==> src/rtl/spi_slave_bus_monitor.sv <==
// spi_slave_bus_monitor: passive SPI bus monitor that captures MOSI/MISO words
// for one selected slave and queues them in a small capture FIFO.
// Optional feature: define SPI_MON_XFER_COUNTERS_EN to add the word_count and
// partial_count transfer counters.
module spi_slave_bus_monitor #(
    parameter int unsigned DATA_WIDTH   = 8,
    parameter int unsigned NO_OF_SLAVES = 1,
    parameter int unsigned FIFO_DEPTH   = 4,
    localparam int unsigned IDX_W = (NO_OF_SLAVES > 1) ? $clog2(NO_OF_SLAVES) : 1,
    localparam int unsigned CNT_W = $clog2(DATA_WIDTH + 1)
) (
    input  logic                    pclk,
    input  logic                    areset,
    input  logic                    sclk,
    input  logic [NO_OF_SLAVES-1:0] cs,
    input  logic                    mosi,
    input  logic                    miso,
    input  logic                    cfg_cpol,
    input  logic                    cfg_cpha,
    input  logic                    cfg_msb_first,
    input  logic                    clr_status,
    output logic                    mon_valid,
    input  logic                    mon_ready,
    output logic [DATA_WIDTH-1:0]   mon_mosi_data,
    output logic [DATA_WIDTH-1:0]   mon_miso_data,
    output logic [IDX_W-1:0]        mon_cs_index,
    output logic                    mon_partial,
    output logic [CNT_W-1:0]        mon_bit_count,
    output logic                    overflow,
    output logic                    cs_conflict,
`ifdef SPI_MON_XFER_COUNTERS_EN
    output logic [15:0]             word_count,
    output logic [15:0]             partial_count,
`endif
    output logic                    busy
);

    localparam int unsigned PTR_W  = (FIFO_DEPTH > 1) ? $clog2(FIFO_DEPTH) : 1;
    localparam int unsigned FCNT_W = PTR_W + 1;
    localparam int unsigned LC_W   = 4;

    typedef enum logic {
        IDLE   = 1'b0,
        ACTIVE = 1'b1
    } state_t;

    typedef struct packed {
        logic [DATA_WIDTH-1:0] mosi;
        logic [DATA_WIDTH-1:0] miso;
        logic [IDX_W-1:0]      idx;
        logic                  partial;
        logic [CNT_W-1:0]      cnt;
    } entry_t;

    // Synchroniser and edge-detect state
    logic                    sclk_s1, sclk_s2, sclk_d;
    logic                    mosi_s1, mosi_s2;
    logic                    miso_s1, miso_s2;
    logic [NO_OF_SLAVES-1:0] cs_s1, cs_s2;
    logic [1:0]              settle_cnt;

    // Capture state
    state_t                  state;
    logic                    armed;
    logic [IDX_W-1:0]        active_idx;
    logic                    cpol_q, cpha_q, msb_q;
    logic [CNT_W-1:0]        bit_cnt;
    logic [DATA_WIDTH-1:0]   mosi_sh, miso_sh;
    logic                    pend_valid;
    entry_t                  pend;

    // FIFO state
    entry_t                  mem [FIFO_DEPTH];
    logic [PTR_W-1:0]        wr_ptr, rd_ptr;
    logic [FCNT_W-1:0]       fcnt;

    // Combinational decode
    logic                    settled_c;
    logic [LC_W-1:0]         low_cnt_c;
    logic [IDX_W-1:0]        low_idx_c;
    logic                    one_low_c, multi_low_c, all_high_c;
    logic                    act_high_c;
    logic                    rise_c, fall_c, sample_c;
    logic [DATA_WIDTH-1:0]   mosi_next_c, miso_next_c;
    logic [CNT_W-1:0]        shamt_c;
    entry_t                  full_entry_c, partial_entry_c;
    logic                    full_c, do_pop_c, do_push_c, ovf_evt_c, conflict_evt_c;
    logic [FCNT_W-1:0]       fcnt_next_c;
    entry_t                  head_c;

    // Two-flop synchronisers plus a delayed sclk copy for edge detection
    always_ff @(posedge pclk) begin
        if (!areset) begin
            sclk_s1    <= 1'b0;
            sclk_s2    <= 1'b0;
            sclk_d     <= 1'b0;
            mosi_s1    <= 1'b0;
            mosi_s2    <= 1'b0;
            miso_s1    <= 1'b0;
            miso_s2    <= 1'b0;
            cs_s1      <= '1;
            cs_s2      <= '1;
            settle_cnt <= 2'd0;
        end else begin
            sclk_s1 <= sclk;
            sclk_s2 <= sclk_s1;
            sclk_d  <= sclk_s2;
            mosi_s1 <= mosi;
            mosi_s2 <= mosi_s1;
            miso_s1 <= miso;
            miso_s2 <= miso_s1;
            cs_s1   <= cs;
            cs_s2   <= cs_s1;
            if (settle_cnt != 2'd2) begin
                settle_cnt <= settle_cnt + 2'd1;
            end
        end
    end

    // Chip-select decode: how many lines are low, which one, and the active line level
    always_comb begin
        low_cnt_c  = '0;
        low_idx_c  = '0;
        act_high_c = 1'b1;
        for (int i = 0; i < int'(NO_OF_SLAVES); i++) begin
            if (!cs_s2[i]) begin
                low_cnt_c = low_cnt_c + LC_W'(1);
                low_idx_c = IDX_W'(i);
            end
            if (IDX_W'(i) == active_idx) begin
                act_high_c = cs_s2[i];
            end
        end
        settled_c   = (settle_cnt == 2'd2);
        one_low_c   = (low_cnt_c == LC_W'(1));
        multi_low_c = (low_cnt_c > LC_W'(1));
        all_high_c  = (low_cnt_c == LC_W'(0));
    end

    // Sample-edge selection, shift update and candidate FIFO entries
    always_comb begin
        rise_c   = sclk_s2 & ~sclk_d;
        fall_c   = ~sclk_s2 & sclk_d;
        sample_c = (cpol_q == cpha_q) ? rise_c : fall_c;
        if (msb_q) begin
            mosi_next_c = {mosi_sh[DATA_WIDTH-2:0], mosi_s2};
            miso_next_c = {miso_sh[DATA_WIDTH-2:0], miso_s2};
        end else begin
            mosi_next_c = {mosi_s2, mosi_sh[DATA_WIDTH-1:1]};
            miso_next_c = {miso_s2, miso_sh[DATA_WIDTH-1:1]};
        end
        shamt_c = CNT_W'(DATA_WIDTH) - bit_cnt;

        full_entry_c.mosi    = mosi_next_c;
        full_entry_c.miso    = miso_next_c;
        full_entry_c.idx     = active_idx;
        full_entry_c.partial = 1'b0;
        full_entry_c.cnt     = CNT_W'(DATA_WIDTH);

        // LSB-first words fill from the top, so short words are shifted down to bit 0
        partial_entry_c.mosi    = msb_q ? mosi_sh : (mosi_sh >> shamt_c);
        partial_entry_c.miso    = msb_q ? miso_sh : (miso_sh >> shamt_c);
        partial_entry_c.idx     = active_idx;
        partial_entry_c.partial = 1'b1;
        partial_entry_c.cnt     = bit_cnt;
    end

    // Capture FSM: select a slave, shift bits, stage completed words for the FIFO
    always_ff @(posedge pclk) begin
        if (!areset) begin
            state      <= IDLE;
            armed      <= 1'b0;
            active_idx <= '0;
            cpol_q     <= 1'b0;
            cpha_q     <= 1'b0;
            msb_q      <= 1'b0;
            bit_cnt    <= '0;
            mosi_sh    <= '0;
            miso_sh    <= '0;
            pend_valid <= 1'b0;
            pend       <= '0;
        end else begin
            pend_valid <= 1'b0;
            if (settled_c && multi_low_c) begin
                // Bus contention: drop any partial word and wait for a clean idle bus
                state   <= IDLE;
                armed   <= 1'b0;
                bit_cnt <= '0;
                mosi_sh <= '0;
                miso_sh <= '0;
            end else begin
                case (state)
                    IDLE: begin
                        cpol_q <= cfg_cpol;
                        cpha_q <= cfg_cpha;
                        msb_q  <= cfg_msb_first;
                        if (settled_c && all_high_c) begin
                            armed <= 1'b1;
                        end
                        if (settled_c && armed && one_low_c) begin
                            state      <= ACTIVE;
                            active_idx <= low_idx_c;
                            armed      <= 1'b0;
                            bit_cnt    <= '0;
                            mosi_sh    <= '0;
                            miso_sh    <= '0;
                        end
                    end
                    ACTIVE: begin
                        if (act_high_c) begin
                            state   <= IDLE;
                            armed   <= all_high_c;
                            bit_cnt <= '0;
                            mosi_sh <= '0;
                            miso_sh <= '0;
                            if (bit_cnt != '0) begin
                                pend_valid <= 1'b1;
                                pend       <= partial_entry_c;
                            end
                        end else if (sample_c) begin
                            if (bit_cnt == CNT_W'(DATA_WIDTH - 1)) begin
                                pend_valid <= 1'b1;
                                pend       <= full_entry_c;
                                bit_cnt    <= '0;
                                mosi_sh    <= '0;
                                miso_sh    <= '0;
                            end else begin
                                bit_cnt <= bit_cnt + CNT_W'(1);
                                mosi_sh <= mosi_next_c;
                                miso_sh <= miso_next_c;
                            end
                        end
                    end
                    default: state <= IDLE;
                endcase
            end
        end
    end

    // FIFO handshake decode; a full FIFO still accepts a push when it is popped the same cycle
    always_comb begin
        full_c         = (fcnt == FCNT_W'(FIFO_DEPTH));
        do_pop_c       = mon_valid & mon_ready;
        do_push_c      = pend_valid & (~full_c | do_pop_c);
        ovf_evt_c      = pend_valid & full_c & ~do_pop_c;
        conflict_evt_c = settled_c & multi_low_c;
        case ({do_push_c, do_pop_c})
            2'b10:   fcnt_next_c = fcnt + FCNT_W'(1);
            2'b01:   fcnt_next_c = fcnt - FCNT_W'(1);
            default: fcnt_next_c = fcnt;
        endcase
    end

    // Capture FIFO storage and pointers
    always_ff @(posedge pclk) begin
        if (!areset) begin
            for (int i = 0; i < int'(FIFO_DEPTH); i++) begin
                mem[i] <= '0;
            end
            wr_ptr    <= '0;
            rd_ptr    <= '0;
            fcnt      <= '0;
            mon_valid <= 1'b0;
        end else begin
            if (do_push_c) begin
                mem[wr_ptr] <= pend;
                wr_ptr      <= wr_ptr + PTR_W'(1);
            end
            if (do_pop_c) begin
                rd_ptr <= rd_ptr + PTR_W'(1);
            end
            fcnt      <= fcnt_next_c;
            mon_valid <= (fcnt_next_c != '0);
        end
    end

    // Sticky status flags; a new event outranks a clear in the same cycle
    always_ff @(posedge pclk) begin
        if (!areset) begin
            overflow    <= 1'b0;
            cs_conflict <= 1'b0;
        end else begin
            if (ovf_evt_c) begin
                overflow <= 1'b1;
            end else if (clr_status) begin
                overflow <= 1'b0;
            end
            if (conflict_evt_c) begin
                cs_conflict <= 1'b1;
            end else if (clr_status) begin
                cs_conflict <= 1'b0;
            end
        end
    end

`ifdef SPI_MON_XFER_COUNTERS_EN
    // Saturating counts of successfully queued full and partial words
    always_ff @(posedge pclk) begin
        if (!areset) begin
            word_count    <= 16'd0;
            partial_count <= 16'd0;
        end else begin
            if (do_push_c && !pend.partial) begin
                if (clr_status) begin
                    word_count <= 16'd1;
                end else if (word_count != 16'hFFFF) begin
                    word_count <= word_count + 16'd1;
                end
            end else if (clr_status) begin
                word_count <= 16'd0;
            end
            if (do_push_c && pend.partial) begin
                if (clr_status) begin
                    partial_count <= 16'd1;
                end else if (partial_count != 16'hFFFF) begin
                    partial_count <= partial_count + 16'd1;
                end
            end else if (clr_status) begin
                partial_count <= 16'd0;
            end
        end
    end
`endif

    // FIFO head is presented directly from storage; it only moves on a pop
    assign head_c        = mem[rd_ptr];
    assign mon_mosi_data = head_c.mosi;
    assign mon_miso_data = head_c.miso;
    assign mon_cs_index  = head_c.idx;
    assign mon_partial   = head_c.partial;
    assign mon_bit_count = head_c.cnt;
    assign busy          = (state == ACTIVE);

endmodule

==> config.mk <==
export PLATFORM = sky130hd
export DESIGN_NAME = spi_slave_bus_monitor
export DESIGN_NICKNAME = d
export VERILOG_FILES = /design/src/rtl/spi_slave_bus_monitor.sv
export SDC_FILE = /design/constraint.sdc
export NUM_CORES = 1
export LEC_CHECK = 0
export BUFFER_PORTS_ARGS = -buffer_cell sky130_fd_sc_hd__buf_4
export CORE_ASPECT_RATIO = 1.4
export CORE_MARGIN = 2
export CORE_UTILIZATION = 49
export CTS_BUF_LIST = sky130_fd_sc_hd__clkbuf_16
export DETAILED_ROUTE_END_ITERATION = 6
export PLACE_DENSITY = 0.66
export SLEW_MARGIN = 20
export SYNTH_ARGS = -nofsm -noshare
export SYNTH_HDL_FRONTEND = slang
export SYNTH_SLANG_ARGS = --single-unit
==> constraint.sdc <==
create_clock -name pclk -period 2.5 [get_ports pclk]
set_clock_uncertainty 0.05 [all_clocks]
set_input_delay 0.375 -clock pclk [delete_from_list [all_inputs] [get_ports pclk]]
set_output_delay 0.375 -clock pclk [all_outputs]
set_load 0.02 [all_outputs]
# Word-level counts from Yosys, hierarchy flattened
# Memory sizes are Yosys's and may differ from the RTL's. A register that Yosys moved wholly into a read port is not among the register bits.
# Index checks and enable logic that the tools add are counted.
dict set report word_totals {
  input_bits 11
  rom_bits 0
  ram_bits 88
  ff_bits 69
  memories 1
  latchBits 0
}
dict set report op_classes {
  add_sub_neg 7
  multipliers 0
  n_div 0
  bitwise_logic 15
  magnitude_cmp 1
  reduce_logical 18
  shift 2
  n_mux 48
  eq_ne 13
}
# memory words word_bits read_ports rd_ports_with_merged_regs write_ports line_no
set memory_table {}
lappend memory_table {mem 4 22 1 1 4 73} ;# entry_t mem [FIFO_DEPTH];
# operator count
set op_table {}
lappend op_table {{22-bit two-way mux} 5}
lappend op_table {{8-bit two-way mux} 11}
lappend op_table {{8-bit case mux with 2 select lines} 2}
lappend op_table {{22-bit OR reduction} 1}
lappend op_table {{1-bit two-way mux} 19}
lappend op_table {{4-bit two-way mux} 4}
lappend op_table {{8-bit by 4-bit right shift with 8-bit output} 2}
lappend op_table {{4-bit case mux with 2 select lines} 1}
lappend op_table {{2-bit nonzero test} 4}
lappend op_table {{1-bit AND} 7}
lappend op_table {{1-bit inverter} 7}
lappend op_table {{2-bit by 1-bit adder with 2-bit output (second input constant)} 3}
lappend op_table {{2-bit two-way mux} 3}
lappend op_table {{3-bit case mux with 2 select lines} 1}
lappend op_table {{2-bit AND reduction} 3}
lappend op_table {{5-bit AND reduction} 1}
lappend op_table {{4-bit by 1-bit adder with 4-bit output (second input constant)} 1}
lappend op_table {{2-bit == test (second input constant)} 2}
lappend op_table {{4-bit by 1-bit == test with 1-bit output (second input constant)} 1}
lappend op_table {{4-bit by 3-bit == test with 1-bit output (second input constant)} 1}
lappend op_table {{4-bit by 1-bit > comparator with 1-bit output (second input constant)} 1}
lappend op_table {{1-bit logical AND} 4}
lappend op_table {{4-bit zero test} 1}
lappend op_table {{2-bit by 1-bit != test with 1-bit output (second input constant)} 2}
lappend op_table {{other kinds (15)} 17}

# Logic depth before layout (Yosys ltp)
# Gate-level depths: netlist (run 1).
dict set report depth {
  ltp_word 9
  ltp_mapped 10
  depth_no_buf 8
}

# Worst setup path before layout (run 1)
# OpenSTA, ideal clock, no wires.
dict set report synth_timing {
  path_kind {register to register}
  startpoint {register mon_valid}
  endpoint {memory mem[0][0] (netlist bit), enable pin}
  stages_incl_launch_ff 6
  path_slack_ps 227
  arrival_ps 1842
  t_required_ps 2069
  setup_ps 381
  path_cell_list {dfxtp_1 nand2_1 a21boi_4 nand2_1 nor3_1 nand2b_1}
}
# item line_no
set synth_rtl {}
lappend synth_rtl {{start, declared} 22} ;# output logic mon_valid,
lappend synth_rtl {{start signal, assigned} 273} ;# mon_valid <= (fcnt_next_c != '0);
lappend synth_rtl {{end, declared} 73}

==> results of run 1 <==
==> worst max path at each step <==
stage,start,endpoint,slack [ps],depth (start not counted)
4_1_cts,flop,mon_miso_data[2],150,3
3_5_place_dp,bit_cnt[0],pend[6],260,7
3_3_place_gp,bit_cnt[0],pend[6],260,7
5_1_grt,flop,mon_miso_data[2],80,3
2_1_floorplan,mon_valid,mem[0][0],230,5
6_report,flop,mon_miso_data[6],200,3
==> registers in the layout, indices dropped and copies added, names as in the netlist, 2 cells and up, named ones only <==
signal      flops
settle_cnt      2
fcnt            3
bit_cnt         4
mosi_sh         8
miso_sh         8
pend           21
rd_ptr          2
wr_ptr          2
mem            84
==> cell usage in the layout (no fill, tap or decap), drive strengths merged, types with 21 or more instances in the layout <==
| master | instances |
|---|---|
| a21oi | 21 |
| nor2 | 48 |
| edfxtp | 84 |
| mux2i | 39 |
| and3 | 21 |
| dfxtp | 69 |
| mux4 | 27 |
| and2 | 70 |
| nand2 | 32 |
| buf | 62 |
==> power groups by stage <==
stage | Sequential (uW) | Clock (uW) | Combinational (uW)
global route | 2820 | 2510 | 783
global placement | 2860 | 0 | 710
detailed placement | 2870 | 0 | 723
CTS | 2810 | 2390 | 728
finish | 2810 | 2340 | 716
floorplan | 2860 | 0 | 505
==> through the flow <==
step,total power (uW),instances,cell area [um^2]
2_1_floorplan,3370,617,7370
3_3_place_gp,3570,820,7830
3_5_place_dp,3590,820,7830
4_1_cts,5930,852,8370
5_1_grt,6120,852,8370
6_report,5870,852,8370
==> cell families after synthesis <==
family,Yosys count,share of synthesized area (%)
other cells,1,0.0509
mux,68,14.0
buf+inv,60,4.35
xor+xnor,11,1.31
fa+ha+maj,4,0.781
compound gates,103,10.8
simple gates,216,15.8
flops,153,53.0
==> area by class of cell <==
type,count,area [um^2],area share (%)
sequential,153,3900,46.6
multi-input combinational,404,3150,37.6
timing repair buffer,62,503,6.01
clock buffer,17,425,5.08
tap,192,240,2.87
clock inverter,15,118,1.40
inverter,9,33.8,0.403
==> metal layers <==
metal | part of all wire, % | wire length, um
met2 | 53 | 8560
met3 | 3.6 | 580
met4 | 1.9 | 308
met5 | 0 | 0
met1 | 41 | 6600
==> summary.txt, run 1 <==
Floorplan
  • Core Region: 14900 um^2
  • Boundary Pins: 37
  • Die Ht: 149 um
  • Die Span X: 108 um
  • Initial Util: 49.6%
  • FP Rows: 53
  • Die area: 16100 um^2

Detailed routing
  • Final ANT Viol Nets: 0
  • WL final: 16000 um
  • Avg WL per Cell: 18.8 um
  • Drt via density: 5.73
  • Vias: 4881
  • DRC violations left: 0
  • Initial DRC Count: 374
  • First-pass iteration count of the detailed router: 5

Timing
  • Final min period: 2300 ps
  • Setup_tns: 0 ps
  • FMAX: 435 MHz
  • Max-slew violation count: 0
  • Final-report setup violation count: 0
  • Hold WS: 97.4 ps
  • Final Hold Viols: 0
  • RSZ-0062 raised after global routing: no
  • Final setup margin: 203 ps
  • Share of the clock period used by the worst path: 91.9%

Critical path
  • Worst-path cell chain: buf_4 > mux4_2 > buf_4
  • Critical Path RT: 2080 ps
  • Startpoint type of the worst setup path: flop
  • Worst reg2reg path depth: 7
  • Buf/Inv on CP: 2
  • Cell family with most CP delay: multiplexers
  • Reg-to-Reg Start: bit_cnt[0]
  • Most frequent CP cell: buf_4
  • Crit-path slowest cell: mux4_2
  • WP data arrival: 1870 ps
  • CP max stage delay: 580 ps
  • Reg-to-reg critical path endpoint: pend[6]
  • R2r setup slk: 220 ps
  • Crit path max fanout: 21
  • Critical Path End Type: primary output
  • Kind of critical path: reg -> out

Cells and area
  • # nets final: 662
  • N_diodes: 0
  • Layout cells sized above 1: 21.5%
  • Fillers: 1262
  • Finished Core Util: 56.4%
  • Area delta synth->final: 13.6%

Power and ir drop
  • Net Switching: 1500 uW
  • Clock power share: 39.9%
  • Seq pwr share: 47.9%
  • Switching Share: 25.6%
  • Leak: 0.00301 uW
  • Logic pwr share: 12.2%
  • Maximum vdd drop: 426 uV
  • PwrDens: 701 nW/um^2
  • Power Internal: 4360 uW

Job
  • Max-cap viol count: 0

Worst hold path
  • Hold path start: cs
  • Hold/Removal Path Class: in -> reg
  • Worst Hold End: cs_s1
  • Worst hold path depth: 2

Synth
  • Most common library cells after synthesis: edfxtp_1, and2_1, dfxtp_1
  • Post-synth EDFFs: 84
  • Register area share after synthesis: 53.0%
  • Flop and latch count out of synthesis: 153
  • Synth Cell Area: 7370 um^2
  • Commonest register cell after synthesis: edfxtp_1
  • Count leader, synth: edfxtp_1
  • Synth unique cells: 63
  • Post-synth top area cell: edfxtp_1
  • Ys async rst share: 0%
  • YS warnings: 0
  • Area contributors post-synth: edfxtp_1, dfxtp_1, mux4_2
  • Synth Instances: 616
  • Avg Cell Area, Syn: 12.0 um^2
  • Post-synth top area share: 34.2%

Global routing
  • First-pass GRT wire length: 26100 um
  • Met1 Track Usage GR: 24.1%
  • Total track usage: 21.3%
  • GR Util met3: 5.42%
  • Largest net degree at the start of global routing: 39
  • Most used routing layer: met2
  • Initial antenna violation count: 0
  • Vias in the first global route: 4946
  • Met2 usage: 38.9%
  • Gr ovfl total: 0

Clocking
  • Cts bufs inserted: 17
  • CTS sink count: 153
  • Root Driver: clkbuf_16
  • Setup repair bufs after CTS: 0
  • Clock transition at the registers of the reported paths: 70 ps
  • Post-cts sizing count: 0
  • Clk_lat worst skew: 410 ps
  • CTS tree: yes
  • Clock tree buffer depth: 2
  • Hold buffers post-CTS: 0
  • H-tree levels: 4

Placement
  • IO buf count: 34
  • Place WS: 261 ps
  • DP Wirelength: 10500 um
  • GP Congestion: 0.883

Run status
  • Outcome: completed
Note: power is estimated with default switching activity, not from simulation.
==> run 2: changes to the inputs <==
- PLACE_DENSITY: 0.66 -> unset
- PLACE_DENSITY_LB_ADDON: unset -> 0.1
==> summary.txt, run 2 (synthesis gave the netlist of run 1 again) <==
Power and ir drop
  • Net Switching: 1550 uW (was 1500 uW)
  • Power Internal: 4400 uW (was 4360 uW)
  • Switching Share: 26.1% (was 25.6%)
  • Clock power share: 40.4% (was 39.9%)
  • PwrDens: 707 nW/um^2 (was 701 nW/um^2)
  • Total power: 5950 uW (was 5870 uW)
  • Seq pwr share: 47.3% (was 47.9%)
  • Logic pwr share: 12.3% (was 12.2%)
  • Maximum vdd drop: 377 uV (was 426 uV)
  • Leak: 0.00304 uW (was 0.00301 uW)

Cells and area
  • Fillers: 1265 (was 1262)
  • # nets final: 666 (was 662)
  • Finished Cell Area: 8420 um^2 (was 8370 um^2)
  • N_diodes: 0 (unchanged)
  • Most frequent cells in the layout: edfxtp_1, and2_1, dfxtp_1, buf_4, nor2_1 (unchanged)
  • Biggest register: mem (unchanged)
  • Max reg flops: 84 (unchanged)
  • Most common cell after layout, fill and taps aside: edfxtp_1 (unchanged)
  • Layout cells sized above 1: 22.0% (was 21.5%)
  • Area delta synth->final: 14.2% (was 13.6%)
  • Largest regs: mem x84, pend x21 (unchanged)

Timing
  • Setup_tns: 0 ps (unchanged)
  • Slew HR: 60.0%
  • Share of the clock period used by the worst path: 86.6% (was 91.9%)
  • FMAX: 462 MHz (was 435 MHz)
  • Slew @ Worst Pin: 600 ps
  • Final min period: 2160 ps (was 2300 ps)
  • Max-slew violation count: 0 (unchanged)
  • Final Hold Viols: 0 (unchanged)
  • Final-report setup violation count: 0 (unchanged)
  • RSZ-0062 raised after global routing: no (unchanged)

Global routing
  • Vias in the first global route: 4911 (was 4946)
  • Largest net degree at the start of global routing: 36 (was 39)
  • Total track usage: 21.0% (was 21.3%)
  • First-pass GRT wire length: 25700 um (was 26100 um)
  • Gr ovfl total: 0 (unchanged)
  • Initial antenna violation count: 0 (unchanged)

Floorplan
  • Die Ht: 149 um (unchanged)
  • Core Region: 14900 um^2 (unchanged)
  • Die area: 16100 um^2 (unchanged)
  • Initial Util: 49.6% (unchanged)
  • Boundary Pins: 37 (unchanged)
  • FP Rows: 53 (unchanged)
  • Die Span X: 108 um (unchanged)

Detailed routing
  • DRC violations left: 0 (unchanged)
  • Vias: 4872 (was 4881)
  • First-pass iteration count of the detailed router: 4 (was 5)
  • Avg WL per Cell: 18.7 um (was 18.8 um)
  • Final ANT Viol Nets: 0 (unchanged)
  • Met1 Wirelength: 6570 um (was 6600 um)
  • Highest Signal Layer: met4 (unchanged)
  • DR WL met3: 538 um (was 580 um)
  • Initial DRC Count: 320 (was 374)
  • Met2 Wirelength: 8430 um (was 8560 um)
  • Drt via density: 5.69 (was 5.73)
  • WL final: 16000 um (about the same)

Critical path
  • Startpoint type of the worst setup path: flop (unchanged)
  • Reg-to-Reg Start: bit_cnt[0] (unchanged)
  • Kind of critical path: reg -> reg (was reg -> out)
  • CP max stage delay: 560 ps (was 580 ps)
  • Crit path max fanout: 24 (was 21)
  • Crit path from: bit_cnt[0]
  • Worst-path cell chain: buf_4 > ha_1 > and3b_1 > a31oi_4 > a211oi_1 > a32o_1 (was buf_4 > mux4_2 > buf_4)
  • Cell count along the critical path: 6 (was 3)
  • Worst reg2reg path depth: 6 (was 7)
  • Critical Path RT: 2760 ps (was 2080 ps)
  • WP data arrival: 2420 ps (was 1870 ps)
  • Buf/Inv on CP: 1 (was 2)
  • Cell family with most CP delay: compound AO/OA/AOI/OAI gates (was multiplexers)
  • R2r setup slk: 340 ps (was 220 ps)
  • Crit-path slowest cell: a31oi_4 (was mux4_2)
  • Critical Path End Type: flop (was primary output)

Placement
  • GP Congestion: 0.857 (was 0.883)
  • IO buf count: 34 (unchanged)
  • DP Wirelength: 10600 um (was 10500 um)
  • Placed cell area: 7860 um^2 (was 7830 um^2)

Clocking
  • Clock transition at the registers of the reported paths: 70 ps (about the same)
  • Root Driver: clkbuf_16 (unchanged)
  • H-tree levels: 4 (unchanged)
  • Cts bufs inserted: 17 (unchanged)
  • Clock tree buffer depth: 2 (unchanged)
  • Clk_lat worst skew: 420 ps (was 410 ps)
  • CTS tree: yes (unchanged)
  • Setup repair bufs after CTS: 0 (unchanged)
  • Post-cts sizing count: 0 (unchanged)
  • CTS sink count: 153 (unchanged)
  • Hold buffers post-CTS: 0 (unchanged)

Job
  • Max-cap viol count: 0 (unchanged)

Worst hold path
  • Hold path start: cs (unchanged)
  • Worst hold path depth: 2 (unchanged)
  • Hold/Removal Path Class: in -> reg (unchanged)

Run status
  • Outcome: completed (unchanged)
[run 2: changes by cell type in the layout (fill, tap and decap cells not counted), sizes merged]
cell / delta
inv: +3
clkinv: -3
buf: +4
[run 2: cell type report]
cell class	count	area [um^2]	area share, %
sequential	153	3900	46.4
tap	192	240	2.85
inverter	9	33.8	0.401
clock inverter	15	134	1.59
timing repair buffer	66	533	6.33
multi-input combinational	404	3150	37.4
clock buffer	17	425	5.05
[run 2: worst reg2reg max path, cell delays in order, from the launching register on]
cell and delay (ps):
dfxtp_1 310, buf_4 230, ha_1 260, and3b_1 260, a31oi_4 560, a211oi_1 130, a32o_1 250
[run 2: worst paths after layout]
| kind | to |
|---|---|
| setup / recovery | pend[15] |
| setup reg to reg | pend[15] |
| hold reg to reg | cs_s2 |
| hold / removal | cs_s1 |
[run 2: power groups by stage]
| stage | clock network, uW | logic (uW) | registers [uW] |
|---|---|---|---|
| floorplan | 0 | 505 | 2860 |
| global placement | 0 | 727 | 2860 |
| detailed placement | 0 | 739 | 2870 |
| CTS | 2460 | 743 | 2820 |
| global route | 2560 | 796 | 2830 |
| finish | 2410 | 731 | 2810 |
[run 2: stage by stage]
stage	hold slack (ps)	setup slack (ps)	std cells	utilization [%]
2_1_floorplan	336	227	617	-
3_3_place_gp	354	363	824	52.9
3_5_place_dp	360	339	824	52.9
4_1_cts	80.1	312	856	56.7
5_1_grt	82.7	161	856	56.7
6_report	91.0	335	856	56.7
[run 2: per-layer routing]
layer  GRT usage, %  vias to the layer above
met4           8.01                        0
met1           24.5                     2403
li1               -                     2327
met3           4.72                       31
met2           37.4                      111
met5              0                        -
